**src/rtl/rs_pkg.sv**
```systemverilog
// Shared types, defaults and helpers for the RS encoder front-end blocks.
package rs_pkg;

  typedef enum logic {
    DATA = 1'b0,
    PAD  = 1'b1
  } state_t;

  localparam int         K_MAX_DEF    = 229;
  localparam logic [7:0] PAD_BYTE_DEF = 8'h00;

  // Ceiling log2, usable in parameter defaults; clog2(1) is 0.
  function automatic int clog2(input int value);
    int res;
    res = 0;
    while ((1 << res) < value) begin
      res = res + 1;
    end
    return res;
  endfunction

endpackage

```
**src/rtl/rs_word2byte.sv**
```systemverilog
// Single-word hold register that serialises a WORD_BYTES-wide word into bytes,
// with valid/ready on both sides and a selectable byte order.
module rs_word2byte
  import rs_pkg::*;
#(
  parameter int WORD_BYTES = 4,
  parameter bit BIG_ENDIAN = 1'b0
) (
  input  logic                    core_clk,
  input  logic                    rst_n,
  input  logic                    in_enable,
  input  logic [8*WORD_BYTES-1:0] in_data,
  input  logic                    in_valid,
  output logic                    in_ready,
  output logic [7:0]              out_data,
  output logic                    out_valid,
  input  logic                    out_ready
);

  localparam int               IDX_W    = (WORD_BYTES > 1) ? clog2(WORD_BYTES) : 1;
  localparam logic [IDX_W-1:0] LAST_IDX = IDX_W'(WORD_BYTES - 1);

  logic [8*WORD_BYTES-1:0] hold_word;
  logic                    hold_valid;
  logic [IDX_W-1:0]        byte_idx;
  logic                    last_byte;
  logic                    accept;
  logic                    pop;

  assign last_byte = (byte_idx == LAST_IDX);
  // A new word may land in the same cycle the previous word's final byte leaves.
  assign in_ready  = in_enable && (!hold_valid || (out_ready && last_byte));
  assign accept    = in_valid && in_ready;
  assign pop       = hold_valid && out_ready;
  assign out_valid = hold_valid;

  always_ff @(posedge core_clk or negedge rst_n) begin
    if (!rst_n) begin
      hold_word  <= '0;
      hold_valid <= 1'b0;
      byte_idx   <= '0;
    end else if (accept) begin
      hold_word  <= in_data;
      hold_valid <= 1'b1;
      byte_idx   <= '0;
    end else if (pop) begin
      if (last_byte) begin
        hold_valid <= 1'b0;
        byte_idx   <= '0;
      end else begin
        byte_idx <= byte_idx + IDX_W'(1);
      end
    end
  end

  always_comb begin
    out_data = '0;
    for (int b = 0; b < WORD_BYTES; b++) begin
      if (byte_idx == IDX_W'(b)) begin
        out_data = BIG_ENDIAN ? hold_word[8*(WORD_BYTES-1-b) +: 8] : hold_word[8*b +: 8];
      end
    end
  end

endmodule

```
**src/rtl/rs_enc_framer.sv**
```systemverilog
// Word-to-byte framer for the RS encoder AXIS input: programmable block length,
// flush with pad bytes, block counter and saturating encoder error counter.
module rs_enc_framer
  import rs_pkg::*;
#(
  parameter int         WORD_BYTES = 4,
  parameter int         K_MAX      = K_MAX_DEF,
  parameter int         CNT_W      = clog2(K_MAX + 1),
  parameter bit         BIG_ENDIAN = 1'b0,
  parameter logic [7:0] PAD_BYTE   = PAD_BYTE_DEF
) (
  input  logic                    core_clk,
  input  logic                    rst_n,
  input  logic [CNT_W-1:0]        cfg_k,
  input  logic [8*WORD_BYTES-1:0] s_data,
  input  logic                    s_valid,
  output logic                    s_ready,
  input  logic                    flush_i,
  output logic [7:0]              m_tdata,
  output logic                    m_tvalid,
  input  logic                    m_tready,
  output logic                    m_tlast,
  input  logic                    ev_tlast_missing_i,
  input  logic                    ev_tlast_unexpected_i,
  output logic [15:0]             err_cnt,
  output logic [31:0]             blk_cnt,
  output logic                    busy
);

  localparam logic [CNT_W-1:0] K_MAX_C = CNT_W'(K_MAX);

  state_t           state_q, state_d;
  logic             flush_pend_q, flush_pend_d;
  logic [CNT_W-1:0] byte_cnt;
  logic [CNT_W-1:0] k_act;
  logic [CNT_W-1:0] k_sel;
  logic             run;
  logic             accept_en;
  logic [7:0]       w2b_data;
  logic             w2b_valid;
  logic             at_last;
  logic             xfer;
  logic [16:0]      err_sum;

  // Held low through reset so every output reads 0 until the first clock.
  assign accept_en = run && (state_q == DATA) && !flush_pend_q;

  rs_word2byte #(
    .WORD_BYTES(WORD_BYTES),
    .BIG_ENDIAN(BIG_ENDIAN)
  ) u_word2byte (
    .core_clk (core_clk),
    .rst_n    (rst_n),
    .in_enable(accept_en),
    .in_data  (s_data),
    .in_valid (s_valid),
    .in_ready (s_ready),
    .out_data (w2b_data),
    .out_valid(w2b_valid),
    .out_ready(m_tready)
  );

  assign m_tvalid = (state_q == PAD) || w2b_valid;
  assign m_tdata  = (state_q == PAD) ? PAD_BYTE : w2b_data;
  assign at_last  = (byte_cnt == k_act - CNT_W'(1));
  assign m_tlast  = m_tvalid && at_last;
  assign xfer     = m_tvalid && m_tready;
  assign busy     = w2b_valid || (byte_cnt != '0) || flush_pend_q;
  assign k_sel    = ((cfg_k == '0) || (cfg_k > K_MAX_C)) ? K_MAX_C : cfg_k;
  assign err_sum  = {1'b0, err_cnt} + 17'(ev_tlast_missing_i) + 17'(ev_tlast_unexpected_i);

  always_ff @(posedge core_clk or negedge rst_n) begin
    if (!rst_n) begin
      state_q      <= DATA;
      flush_pend_q <= 1'b0;
      run          <= 1'b0;
    end else begin
      state_q      <= state_d;
      flush_pend_q <= flush_pend_d;
      run          <= 1'b1;
    end
  end

  // A flush only completes a block already in progress; an empty one is dropped.
  always_comb begin
    state_d      = state_q;
    flush_pend_d = flush_pend_q;
    case (state_q)
      DATA: begin
        if (flush_pend_q && !w2b_valid) begin
          if (byte_cnt == '0) begin
            flush_pend_d = 1'b0;
          end else begin
            state_d = PAD;
          end
        end
        if (flush_i) begin
          flush_pend_d = 1'b1;
        end
      end
      PAD: begin
        if (xfer && at_last) begin
          state_d      = DATA;
          flush_pend_d = 1'b0;
        end
      end
      default: begin
        state_d      = DATA;
        flush_pend_d = 1'b0;
      end
    endcase
  end

  // Block length is only re-sampled while idle at a block boundary.
  always_ff @(posedge core_clk or negedge rst_n) begin
    if (!rst_n) begin
      byte_cnt <= '0;
      k_act    <= K_MAX_C;
      blk_cnt  <= '0;
    end else begin
      if ((byte_cnt == '0) && !xfer) begin
        k_act <= k_sel;
      end
      if (xfer) begin
        if (at_last) begin
          byte_cnt <= '0;
          blk_cnt  <= blk_cnt + 32'd1;
        end else begin
          byte_cnt <= byte_cnt + CNT_W'(1);
        end
      end
    end
  end

  always_ff @(posedge core_clk or negedge rst_n) begin
    if (!rst_n) begin
      err_cnt <= '0;
    end else begin
      err_cnt <= err_sum[16] ? 16'hFFFF : err_sum[15:0];
    end
  end

endmodule

```
**config.mk**
```make
export PLATFORM = sky130hd
export DESIGN_NAME = rs_enc_framer
export DESIGN_NICKNAME = d
export VERILOG_FILES = /design/src/rtl/rs_pkg.sv /design/src/rtl/rs_word2byte.sv /design/src/rtl/rs_enc_framer.sv
export SDC_FILE = /design/constraint.sdc
export NUM_CORES = 1
export LEC_CHECK = 0
export CAP_MARGIN = 20
export CORE_AREA = 2 2 144 146
export DETAILED_ROUTE_END_ITERATION = 10
export DIE_AREA = 0 0 146 148
export DONT_BUFFER_PORTS = 1
export SLEW_MARGIN = 15
export SYNTH_ARGS = -nofsm -noshare
export SYNTH_HDL_FRONTEND = slang
export SYNTH_SLANG_ARGS = --single-unit
```
**constraint.sdc**
```tcl
create_clock -name core_clk -period 3.9 [get_ports core_clk]
set_input_delay 1.17 -clock core_clk [delete_from_list [all_inputs] [get_ports core_clk]]
set_output_delay 1.17 -clock core_clk [all_outputs]
set_load 0.01 [all_outputs]
```
==> impl_results.md <==
* Number of synthesized flops with an enable pin at 0
* Synth cell types at 54
* Setup crit end kind: output port
* Die width at 146 um
* Root Driver: clkbuf_16
* Post-Syn Area at 5310 um2
* Number of max-cap violations at 0
* Total GRT Usage at 12.0%
* Max Slew Vio Count at 0
* RSZ-0062 raised after global routing: no
* Crit path cell chain: inv_1 > ha_1 > xnor2_1 > a211o_1 > a211oi_1 > o211ai_4 > nor2_1
* Area taken by flip-flops and latches at 2560 um2
* Die height at 148 um
* Core area at 20,000 um2
* Crit start category: flip-flop
* GR Util met1 at 16.1%
* DP Area at 5560 um2
* Buf/Inv on CP at 1
* Min-delay src: u_word2byte.hold_word[13]$_DFFE_PN0P_
* Antenna fix cells at 0
* Seq/Total Area, Yosys at 48.2%
* Number of global-route vias before repair at 3,901
* Worst Path Required at 2730 ps
* Endpoints failing hold at 0
* Leakage power at 2.69 nW
* Most frequent cells after synthesis: 140 x nand2_1, 97 x dfrtp_1, 44 x nor2_1, 38 x xor2_1, 35 x nand3_1
* Final Skew at 7.10 ps
* Initial detailed-routing violation count at 220
* Tightest Pin Transition at 785 ps
* R2r endpoint: blk_cnt[1]$_DFFE_PN0P_
* Synthesis-to-layout area growth at 9.82%
* Hold_buf cts at 0
* Largest family of logic cells by synthesized area: simple AND/OR/NAND/NOR gates
* R2R depth at 9
* Family with the most delay on the worst path: compound AO/OA/AOI/OAI gates
* Global-route wire length before repair at 20,700 um
* Cells after DPL at 832
* Post_cts resized at 0
* Leading area contributor after synthesis: dfrtp_1
* FF-to-FF Start: k_act[0]$_DFFE_PN1P_
* Mapped Avg Cell Area at 9.08 um2
* Crit path kind: reg2out
* Share of layout cells above drive strength 1 at 7.97%
* Post-DP HPWL at 8820 um
* Hold Crit Class: reg2reg
* Post-Syn Instances at 585
* CTS tree: yes
* Pre-CTS WS at 640 ps
* Setup violators final at 0
* CP arrival at 2430 ps
* Initial Utilization at 26.5%
* Final period util at 92.4%
* Synth top area cells: dfrtp_1 46%, nand2_1 9.9%, xor2_1 6.3%
* GRT met3 Usage at 3.40%
* Mux contribution to synthesized area at 0.824%
* Crit-path max cell delay at 580 ps
* Total Wirelength at 12,700 um
* Flops & latches, synth at 102
* Total die area at 21,600 um2
* Simple-gate share of the synthesized area at 28.6%
* First-pass iteration count of the detailed router at 4
* Drt wl/cell at 14.9 um
* IO Port Bufs at 0
* Initial antenna violation count at 0
* Min-Delay Path Depth at 2
* Design Area, Final at 5830 um2
* Final Net Count at 630
* M2 GR Usage at 19.0%
* Max Freq at 278 MHz
* Final std cells w/o fill at 847
* Top_reg_cell synth: dfrtp_1
* Via count at 3,959
* Pin count of the biggest net entering global routing at 103
* Post-route antenna net violation count at 0
* CTS Buffer Depth at 2
* Synth top area share at 45.7%
* CP Max Fanout at 8
* Total setup buffers inserted after CTS at 0
* # rows at 52
* Gpl congestion at 0.766
* Synth async-reset ratio at 100%
* Clock slew at reported path FFs at 70 ps
* Worst-Skew Late Latency at 350 ps
* Multi-input gate area at 2550 um2
* DRC Markers at 0
* PD cells at 583 nW/um2
* Clock tree sinks at 102
* Setup Total Neg Slack at 0 ps
* Post-synthesis compound-gate area fraction at 7.54%
* Count leader, synth: nand2_1
* Flop-to-flop setup slack at 800 ps
* Normalized max-slew margin at 47.5%
* Outcome: complete, no violations
* H-Tree Depth at 3
* I/O pins at 107
* YS warnings at 0
* Tmin final at 3600 ps
* Synthesized-area fraction occupied by adder cells at 2.50%
* Layout fillers at 2,168
* Max VDD drop at 0.212 mV
* Hold Crit Endpoint: u_word2byte.hold_word[13]$_DFFE_PN0P_
* Via density per instance at 4.67
* Worst hold slack at 473 ps
* XOR/XNOR share of the synthesized area at 8.24%
* CTS buffer count at 9
* Syn Nets at 642
* Setup ws final at 297 ps
* Total power at 3.40 mW
* CP max-delay cell: dfstp_2
* GRT busiest layer: met2
* Remaining Overflow, GRT at 0
* Layout Utilization at 29.1%
* First element of the critical path: k_act[0]$_DFFE_PN1P_
==> worst register-to-register path, cell delays in order (launching register included) <==
cell      delay [ps]
dfstp_2          580
inv_1             80
ha_1             300
xnor2_1          160
a211o_1          300
a211oi_1         310
o211ai_4         140
buf_4            300
nor2_1           440
mux2_1           370
==> metal layers <==
layer / vias to the layer above / part of all wire, %
li1: 1932 / -
met1: 1913 / 48
met2: 104 / 46
met3: 10 / 5.3
met4: 0 / 1.4
met5: - / 0
==> cells in the final DEF, fill, tap and decap left out, types with 2 or more instances in the layout <==
master      instances
a21o_1              3
or3_1               5
nand3_1            35
nor3_1             18
nand4_1             8
ha_1                9
inv_1              21
buf_4               4
o21ai_1            13
a22o_1              3
and3_1              8
a31oi_1             2
clkbuf_16           9
nand2b_1            5
nand3b_1            9
dfrtp_1            97
o21a_1              2
or4_1               2
a211o_1             2
xnor2_1            12
nor2_1             44
xor2_1             38
nor4_2             18
mux2_1              3
dfstp_2             5
a21oi_1            31
nand2_1           140
clkinvlp_4          2
a211oi_1            2
clkbuf_8            2
==> kinds of logic after synthesis <==
family	count (synthesis)
simple gates	302
flops	102
compound gates	67
xor+xnor	50
buf+inv	49
fa+ha+maj	10
mux	4
other cells	1
==> registers in the layout, summed over array words and instances, names as in the netlist <==
| name | flops |
|---|---|
| flush_pend_q | 1 |
| k_act | 8 |
| u_word2byte.hold_word | 32 |
| state_q | 1 |
| run | 1 |
| u_word2byte.byte_idx | 2 |
| u_word2byte.out_valid | 1 |
| byte_cnt | 8 |
| err_cnt | 16 |
| blk_cnt | 32 |
==> worst max-delay path by stage <==
stage	endpoint	slack [ps]	cells past startpoint
2_1_floorplan	m_tlast	600	9
3_3_place_gp	m_tlast	710	7
3_5_place_dp	err_cnt[10]$_DFF_PN0_	640	8
4_1_cts	m_tlast	280	7
5_1_grt	m_tlast	140	7
6_report	m_tlast	300	7
==> power breakdown <==
group          leakage, nW  internal (mW)  switching, mW  total (mW)
Combinational         1.23          0.387          0.497       0.884
Sequential            1.32           1.35          0.317        1.66
Clock                0.131          0.464          0.392       0.855
==> cell type report <==
type / instances / area share (%)
Inverter: 22 / 1.42
Sequential cell: 102 / 43.9
Timing Repair Buffer: 4 / 0.515
Tap cell: 270 / 5.79
Clock buffer: 12 / 4.40
Multi-Input combinational cell: 434 / 43.7
Clock inverter: 3 / 0.343
No activity file was read; power rests on OpenSTA's default activity.
